<file path="config.mk">
export PLATFORM = sky130hd
export DESIGN_NAME = accel_bus_arbiter
export DESIGN_NICKNAME = d
export VERILOG_FILES = /design/src/rtl/accel_bus_arbiter.sv
export SDC_FILE = /design/constraint.sdc
export NUM_CORES = 1
export LEC_CHECK = 0
export CORE_MARGIN = 5
export CORE_UTILIZATION = 36
export CTS_BUF_LIST = sky130_fd_sc_hd__clkbuf_16
export DETAILED_ROUTE_END_ITERATION = 12
export GPL_ROUTABILITY_DRIVEN = 0
export PLACE_DENSITY = 0.9
export SLEW_MARGIN = 0
export SYNTH_ARGS = -nofsm -noshare
export SYNTH_HDL_FRONTEND = slang
export SYNTH_SLANG_ARGS = --single-unit
</file>
<file path="constraint.sdc">
create_clock -name clk -period 2.6 [get_ports clk]
set_clock_uncertainty 0.15 [all_clocks]
set_input_delay 0.39 -clock clk [delete_from_list [all_inputs] [get_ports clk]]
set_output_delay 0.39 -clock clk [all_outputs]
set_load 0.01 [all_outputs]
</file>
<file path="src/rtl/accel_bus_arbiter.sv">
// rtl/accel_bus_arbiter.sv - round-robin owner arbitration for the accelerator register bus with run lock and watchdog
module accel_bus_arbiter #(
    parameter int DATA_W  = 16,
    parameter int TIMEOUT = 1024
) (
    input  logic              clk,
    input  logic              rst_n,
    input  logic              cpu_req,
    input  logic [1:0]        cpu_rdwr,
    input  logic [2:0]        cpu_addr,
    input  logic [DATA_W-1:0] cpu_wdata,
    input  logic              cpu_start,
    output logic [DATA_W-1:0] cpu_rdata,
    output logic              cpu_gnt,
    output logic              cpu_done,
    output logic              cpu_err,
    input  logic              ipu_req,
    input  logic [1:0]        ipu_rdwr,
    input  logic [2:0]        ipu_addr,
    input  logic [DATA_W-1:0] ipu_wdata,
    input  logic              ipu_start,
    output logic [DATA_W-1:0] ipu_rdata,
    output logic              ipu_gnt,
    output logic              ipu_done,
    output logic              ipu_err,
    output logic              acc_en,
    output logic              acc_start,
    input  logic              acc_done,
    output logic [1:0]        acc_rdwr,
    output logic [2:0]        acc_addr,
    output logic [DATA_W-1:0] acc_wdata,
    input  logic [DATA_W-1:0] acc_rdata,
    output logic              busy,
    output logic              acc_timeout
);

    localparam int WD_W = (TIMEOUT > 2) ? $clog2(TIMEOUT) : 1;
    localparam logic [WD_W-1:0] WD_LAST = WD_W'(TIMEOUT - 1);

    typedef enum logic [1:0] {
        IDLE = 2'd0,
        OWN  = 2'd1,
        RUN  = 2'd2
    } state_t;

    state_t            state;
    logic              owner;
    logic              last;
    logic [WD_W-1:0]   wd_cnt;

    logic              own_req;
    logic              own_start;
    logic [1:0]        own_rdwr;
    logic [2:0]        own_addr;
    logic [DATA_W-1:0] own_wdata;
    logic              pick;

    // Select the current owner's request signals; pick is the IDLE winner (ipu only, or the one that did not go last)
    always_comb begin
        own_req   = owner ? ipu_req   : cpu_req;
        own_start = owner ? ipu_start : cpu_start;
        own_rdwr  = owner ? ipu_rdwr  : cpu_rdwr;
        own_addr  = owner ? ipu_addr  : cpu_addr;
        own_wdata = owner ? ipu_wdata : cpu_wdata;
        pick      = (cpu_req && ipu_req) ? ~last : ipu_req;
    end

    // Ownership FSM with registered grant, pulse and busy outputs
    always_ff @(posedge clk or negedge rst_n) begin
        if (!rst_n) begin
            state       <= IDLE;
            owner       <= 1'b0;
            last        <= 1'b1;
            wd_cnt      <= '0;
            cpu_gnt     <= 1'b0;
            ipu_gnt     <= 1'b0;
            cpu_done    <= 1'b0;
            cpu_err     <= 1'b0;
            ipu_done    <= 1'b0;
            ipu_err     <= 1'b0;
            acc_start   <= 1'b0;
            acc_timeout <= 1'b0;
            busy        <= 1'b0;
        end else begin
            acc_start   <= 1'b0;
            acc_timeout <= 1'b0;
            cpu_done    <= 1'b0;
            cpu_err     <= 1'b0;
            ipu_done    <= 1'b0;
            ipu_err     <= 1'b0;
            case (state)
                IDLE: begin
                    if (cpu_req || ipu_req) begin
                        owner   <= pick;
                        cpu_gnt <= ~pick;
                        ipu_gnt <= pick;
                        busy    <= 1'b1;
                        state   <= OWN;
                    end
                end
                OWN: begin
                    if (own_start) begin
                        acc_start <= 1'b1;
                        wd_cnt    <= '0;
                        state     <= RUN;
                    end else if (!own_req) begin
                        cpu_gnt <= 1'b0;
                        ipu_gnt <= 1'b0;
                        busy    <= 1'b0;
                        last    <= owner;
                        state   <= IDLE;
                    end
                end
                RUN: begin
                    if (acc_done || (wd_cnt == WD_LAST)) begin
                        if (owner) ipu_done <= 1'b1;
                        else       cpu_done <= 1'b1;
                        if (!acc_done) begin
                            if (owner) ipu_err <= 1'b1;
                            else       cpu_err <= 1'b1;
                            acc_timeout <= 1'b1;
                        end
                        if (acc_done && own_req) begin
                            state <= OWN;
                        end else begin
                            cpu_gnt <= 1'b0;
                            ipu_gnt <= 1'b0;
                            busy    <= 1'b0;
                            last    <= owner;
                            state   <= IDLE;
                        end
                    end else begin
                        wd_cnt <= wd_cnt + 1'b1;
                    end
                end
                default: state <= IDLE;
            endcase
        end
    end

    // Combinational forwarding: only the owner reaches the accelerator, and only while in OWN
    always_comb begin
        acc_en    = (state != IDLE);
        acc_rdwr  = 2'b00;
        acc_addr  = 3'd0;
        acc_wdata = '0;
        cpu_rdata = '0;
        ipu_rdata = '0;
        if (state == OWN) begin
            acc_rdwr  = (own_rdwr == 2'b11) ? 2'b00 : own_rdwr;
            acc_addr  = own_addr;
            acc_wdata = own_wdata;
            if (owner) ipu_rdata = acc_rdata;
            else       cpu_rdata = acc_rdata;
        end
    end

endmodule

</file>
==> reports/qor.txt, run 1 <==
outcome - completed
Layout Nets - 405
Setup TNS - 0 ns
Final Cell Area - 3297 um2
xor/xnor cell area share of the yosys netlist - 0.4736%
clk sinks - 23
first-pass GRT wire length - 10290 um
Final Cycle Share - 96.29%
Combinational Power Share - 72.6%
# setup viols final - 0
Multi-input gate area - 1181 um2
Ports - 128
Reg power frac - 16.4%
main combinational cell family by area after synthesis - simple AND/OR/NAND/NOR gates
port bufs - 127
post-layout min period - 2.504 ns
critical path's largest stage delay - 0.56 ns
GR Overflow Total - 0
RSZ-0062 raised after global routing - no
post-synthesis cell count - 209
Slew Viols, Final - 0
floorplan row count - 26
H-tree depth - 1
Post-DP Area - 3209 um2
FF-to-FF path depth - 6
synth unique cells - 46
Power Density - 913.4 nW/um2
Layout Area Growth over Synthesis - 78.28%
maximum VDD drop - 0.0004416 V
Mapped Area - 1849 um2
dpl hpwl - 5355 um
Reg2Reg Setup Slack - 0.37 ns
Avg Vias per Cell - 5.116
simple logic cell fraction of the synthesized area - 29.63%
CP max FO - 24
P_leak - 1.537 nW
WP data required - 2.06 ns
WP data arrival - 1.96 ns
Die Area - 6670 um2
largest net degree at the start of global routing - 27
total track usage - 19.92%
most common flop cell mapped by yosys - dfrtp_1
Hold Crit Class - in -> async
Adder-Cell Fraction of Synth Area - 3.383%
Worst Setup End Kind - output pin
Startpoint Class - register
internal power - 0.001780 W
Die Wd - 81.67 um
Reg-to-Reg End - wd_cnt[8]
TritonCTS Buffers - 3
Initial Util - 36.67%
Non-Filler Instances - 404
Initial DRC Count - 76
vias - 2067
syn nets - 279
dpl cells - 400
CP cell instances - inv_1, ha_2, inv_1, buf_4, nor2_1, clkdlybuf4s50_1
layout cells sized above 1 - 8.084%
Clk pwr share - 10.9%
Avg Inst Size Synth - 8.848 um2
Slew headroom - 66.11%
ANT cells - 0
vias in the first global route - 2132
Hold Vio Cnt, Final - 0
Synth Area in Compound Gates - 14.41%
MaxCap Viol Count - 0
fillers - 424
CTS root buffer - clkbuf_16
final WL - 6436 um
WP buf/inv - 4
net switching power - 0.001232 W
clk_lat worst skew - 0.25 ns
async set-reset flop share out of synthesis - 100.0%
die height - 81.67 um
mux contribution to synthesized area - 15.83%
clock tree buffer depth - 2
CTS tree - yes
# DRC - 0
Reg area - 578.1 um2
Detail Route Antenna Nets - 0
most frequent cells in the layout - clkdlybuf4s50_1 (125), and3_1 (34), nor2_1 (30)
crit path kind - reg -> out
cell repeated most along the worst path - inv_1
Hold Buf Count CTS - 0
slowest CP cell - clkdlybuf4s50_1
Final Util - 65.38%
f_max - 0.3994 GHz
sw frac - 40.90%
Reg clk slew, reported paths - 0.06 ns
Post-synth EDFFs - 0
Yosys Warn Count - 0
actual slew at the worst max-slew pin - 0.5068 ns
antenna violations before repair - 0
Core ar. - 5042 um2
drt pass-1 iters - 4
per-cell routed wire length - 15.93 um
leading cell type in the layout, fill and taps excluded - clkdlybuf4s50_1
Top Family by Delay on Critical Path - buffers and inverters
r2r startpoint - state[0]
sequential fraction of the synthesis area - 31.19%
Seq cells post-synth - 23
-- through the flow --
step	hold slack (ns)	power, W	setup WS (ns)
final	0.3229	0.003011	0.09639
after global routing	0.3579	0.003215	0.002855
after CTS	0.3375	0.003040	0.04538
after detailed placement	0.3389	0.002696	0.1638
after global placement	0.3355	0.002648	0.1740
after floorplan	-0.05559	0.001696	0.6608
-- synth_stat cells, drive strengths merged, types with 3 or more instances --
cell	number	share of area (%)
inv	11	2.2
a21oi	4	1.1
mux2i	21	11
nand2	6	1.2
dfrtp	22	30
mux2	6	4.5
and2	4	1.4
a22o	4	1.9
nor3	5	1.4
ha	5	3.4
nand4	4	2.2
nand3	4	1.1
a31oi	4	1.4
nor2	30	6.1
o21ai	3	0.81
and4	3	1.5
buf	4	1.0
and3	34	12
clkbuf	9	1.8
-- per-layer routing --
layer	global-route usage [%]	vias to the layer above	wire [um]	part of all wire, %
li1	-	1013	-	-
met1	21.34	982	2434	38
met2	38.84	63	3541	55
met3	4.825	9	381	5.9
met4	4.651	0	78	1.2
met5	0	-	0	0
-- worst max-delay path by stage --
stage                start      endpoint  slack [ns]  cells after the start
2_1_floorplan     state[1]     wd_cnt[8]        0.66                      7
3_3_place_gp   ipu_rdwr[0]   acc_rdwr[0]        0.17                      5
3_5_place_dp   ipu_rdwr[0]   acc_rdwr[0]        0.16                      5
4_1_cts           state[1]  ipu_rdata[4]        0.05                      5
5_1_grt           state[1]  cpu_rdata[4]       0.003                      5
6_report          state[1]  acc_wdata[6]         0.1                      6
-- cell type report --
cell class              count  area share [%]
clock buffers               3           2.277
clock inverters             1          0.1518
inverters                  11           1.252
multi-input cells         162           35.83
flip-flops and latches     23           17.53
well taps                  70           2.657
repair buffers            134           40.30
-- power by group through the flow --
stage | logic [W] | clock network, W | registers (W)
after floorplan | 0.00120 | 0 | 0.000493
after global placement | 0.00215 | 0 | 0.000498
after detailed placement | 0.00220 | 0 | 0.000500
after CTS | 0.00220 | 0.000340 | 0.000495
after global routing | 0.00236 | 0.000350 | 0.000504
final | 0.00219 | 0.000329 | 0.000495
-- repair_timing --
action | CTS | global route
setup buffers | 0 | 0
setup endpoints to repair | 0 | 41
endpoints found under the hold margin | 0 | 0
resized for setup | 0 | 3
-- registers in the layout (all words and copies together) (netlist names) --
signal / cells
acc_timeout: 1
ipu_done: 1
wd_cnt: 10
last: 1
owner: 1
cpu_done: 1
cpu_err: 1
cpu_gnt: 1
busy: 1
ipu_err: 1
acc_start: 1
ipu_gnt: 1
state: 2
-- cell families after synthesis --
logic type,after synthesis
simple gates,97
mux,27
xor+xnor,1
compound gates,32
buf+inv,24
fa+ha+maj,5
flops,23
-- worst register-to-register path, stage by stage (launching register included) --
cell	delay [ns]
dfrtp_1	0.41
inv_1	0.09
ha_1	0.30
and4_1	0.25
a41oi_2	0.35
nand2_1	0.19
a221o_1	0.37
No activity file was read; power rests on OpenSTA's default activity.
==> run 2: changes to the inputs <==
Settings changed: SKIP_CTS_REPAIR_TIMING set to 1.
==> results of run 2 <==
Final layout, timing and power as in run 1 (identical DEF).
==> run 3: changes to the inputs <==
Settings changed: PLACE_DENSITY 0.9 to 0.86.
==> run 3 against run 2 <==
Non-clock buffer count is 1 lower. First-iteration DRC count is 37% higher. Critical path depth stayed put. Critical endpoint is now acc_wdata[2].
==> reports/qor.txt, run 3 (synthesis results as in run 1) <==
Power Density - 908.9 nW/um2
biggest regs - wd_cnt: 10 flops, state: 2 flops
Slew headroom - 67.18%
Die Wd - 81.67 um
vias in the first global route - 2044
Layout Area Growth over Synthesis - 79.09%
crit path kind - reg -> out
Total Power Consumption - 0.003010 W
dpl cells - 399
Ports - 128
ANT cells - 0
layout cells sized above 1 - 7.508%
critical path's largest stage delay - 0.57 ns
maximum VDD drop - 0.0004734 V
Final Cycle Share - 97.69%
fillers - 405
# setup viols final - 0
WP buf/inv - 4
clk sinks - 23
Reg2Reg Setup Slack - 0.53 ns
clk_lat worst skew - 0.25 ns
internal power - 0.001782 W
antenna violations before repair - 0
CTS tree - yes
slowest CP cell - clkdlybuf4s50_1
RSZ-0062 raised after global routing - yes
largest net degree at the start of global routing - 46
vias - 2028
CTS root buffer - clkbuf_16
H-tree depth - 1
CP cell instances - inv_1, ha_2, inv_1, buf_4, nor2_1, clkdlybuf4s50_1
sw frac - 40.82%
net switching power - 0.001229 W
leading cell type in the layout, fill and taps excluded - clkdlybuf4s50_1
total track usage - 19.92%
Die Area - 6670 um2
Initial Util - 36.67%
WP data required - 2.06 ns
per-cell routed wire length - 16.20 um
Reg clk slew, reported paths - 0.06 ns
floorplan row count - 26
Top Family by Delay on Critical Path - buffers and inverters
Largest Register - wd_cnt
Layout Nets - 404
Hold Vio Cnt, Final - 0
Setup TNS - 0 ns
Detail Route Antenna Nets - 0
TritonCTS Buffers - 3
port bufs - 127
FF-to-FF path depth - 5
Hold Crit Class - in -> async
actual slew at the worst max-slew pin - 0.4908 ns
post-layout min period - 2.540 ns
die height - 81.67 um
number of flip-flops in the largest register - 10
Avg Vias per Cell - 5.032
Non-Filler Instances - 403
final WL - 6529 um
Worst Setup End Kind - output pin
Combinational Power Share - 72.8%
WP data arrival - 2.00 ns
GR Overflow Total - 0
Clk pwr share - 10.9%
first-pass GRT wire length - 10310 um
cell repeated most along the worst path - inv_1
most frequent cells in the layout - clkdlybuf4s50_1 (122), and3_1 (34), nor2_1 (30)
MaxCap Viol Count - 0
drt pass-1 iters - 4
Reg power frac - 16.3%
f_max - 0.3937 GHz
dpl hpwl - 5331 um
Reg-to-Reg End - wd_cnt[8]
CP max FO - 21
outcome - completed
Startpoint Class - register
Slew Viols, Final - 0
Initial DRC Count - 104
r2r startpoint - wd_cnt[0]
Core ar. - 5042 um2
P_leak - 1.584 nW
# DRC - 0
clock tree buffer depth - 2
run 3: cell count changes in the layout (fill, tap and decap cells not counted), sizes merged:
| cell | before | now |
|---|---|---|
| buf | 7 | 6 |
| dlymetal6s2s | 2 | 5 |
| clkdlybuf4s50 | 125 | 122 |
run 3: per-stage QoR:
| step | setup WS (ns) | hold WS (ns) | instance area (um2) | utilization [%] |
|---|---|---|---|---|
| after CTS | -0.03299 | 0.3330 | 3293 | 65.31 |
| after floorplan | 0.6608 | -0.05559 | 1849 | - |
| after detailed placement | 0.1010 | 0.3481 | 3213 | 63.72 |
| after global routing | -0.01402 | 0.3504 | 3312 | 65.68 |
| final | 0.06018 | 0.3140 | 3312 | 65.68 |
| after global placement | 0.1757 | 0.3503 | 3213 | 63.72 |
run 3: routing by layer:
| layer | GRT usage [%] | wire length, um | up-vias |
|---|---|---|---|
| met5 | 0 | 0 | - |
| li1 | - | - | 1008 |
| met2 | 37.95 | 3530 | 70 |
| met3 | 5.482 | 445 | 14 |
| met1 | 21.34 | 2407 | 936 |
| met4 | 5.482 | 145 | 0 |
run 3: final cells by class:
class                   count  area, um2  share of cell area, %
inverters                  11      41.29                  1.247
multi-input cells         162       1181                  35.66
flip-flops and latches     23      576.8                  17.42
repair buffers            133       1345                  40.61
clock inverters             1      5.005                 0.1511
clock buffers               3      75.07                  2.267
well taps                  70      87.58                  2.645
run 3: power by group through the flow:
stage          clock, W  combinational [W]  sequential (W)
4_1_cts        0.000329            0.00221        0.000492
2_1_floorplan         0            0.00120        0.000493
5_1_grt        0.000346            0.00236        0.000501
6_report       0.000328            0.00219        0.000490
3_3_place_gp          0            0.00216        0.000495
3_5_place_dp          0            0.00220        0.000494
run 3: how the worst max path moves through the flow:
stage / start / endpoint / cells after the start
floorplan: state[1] / wd_cnt[8] / 7
global placement: ipu_rdwr[0] / acc_rdwr[0] / 5
detailed placement: ipu_rdwr[0] / acc_rdwr[0] / 5
CTS: state[1] / acc_rdwr[0] / 6
global route: state[1] / acc_wdata[3] / 6
finish: state[1] / acc_wdata[2] / 6
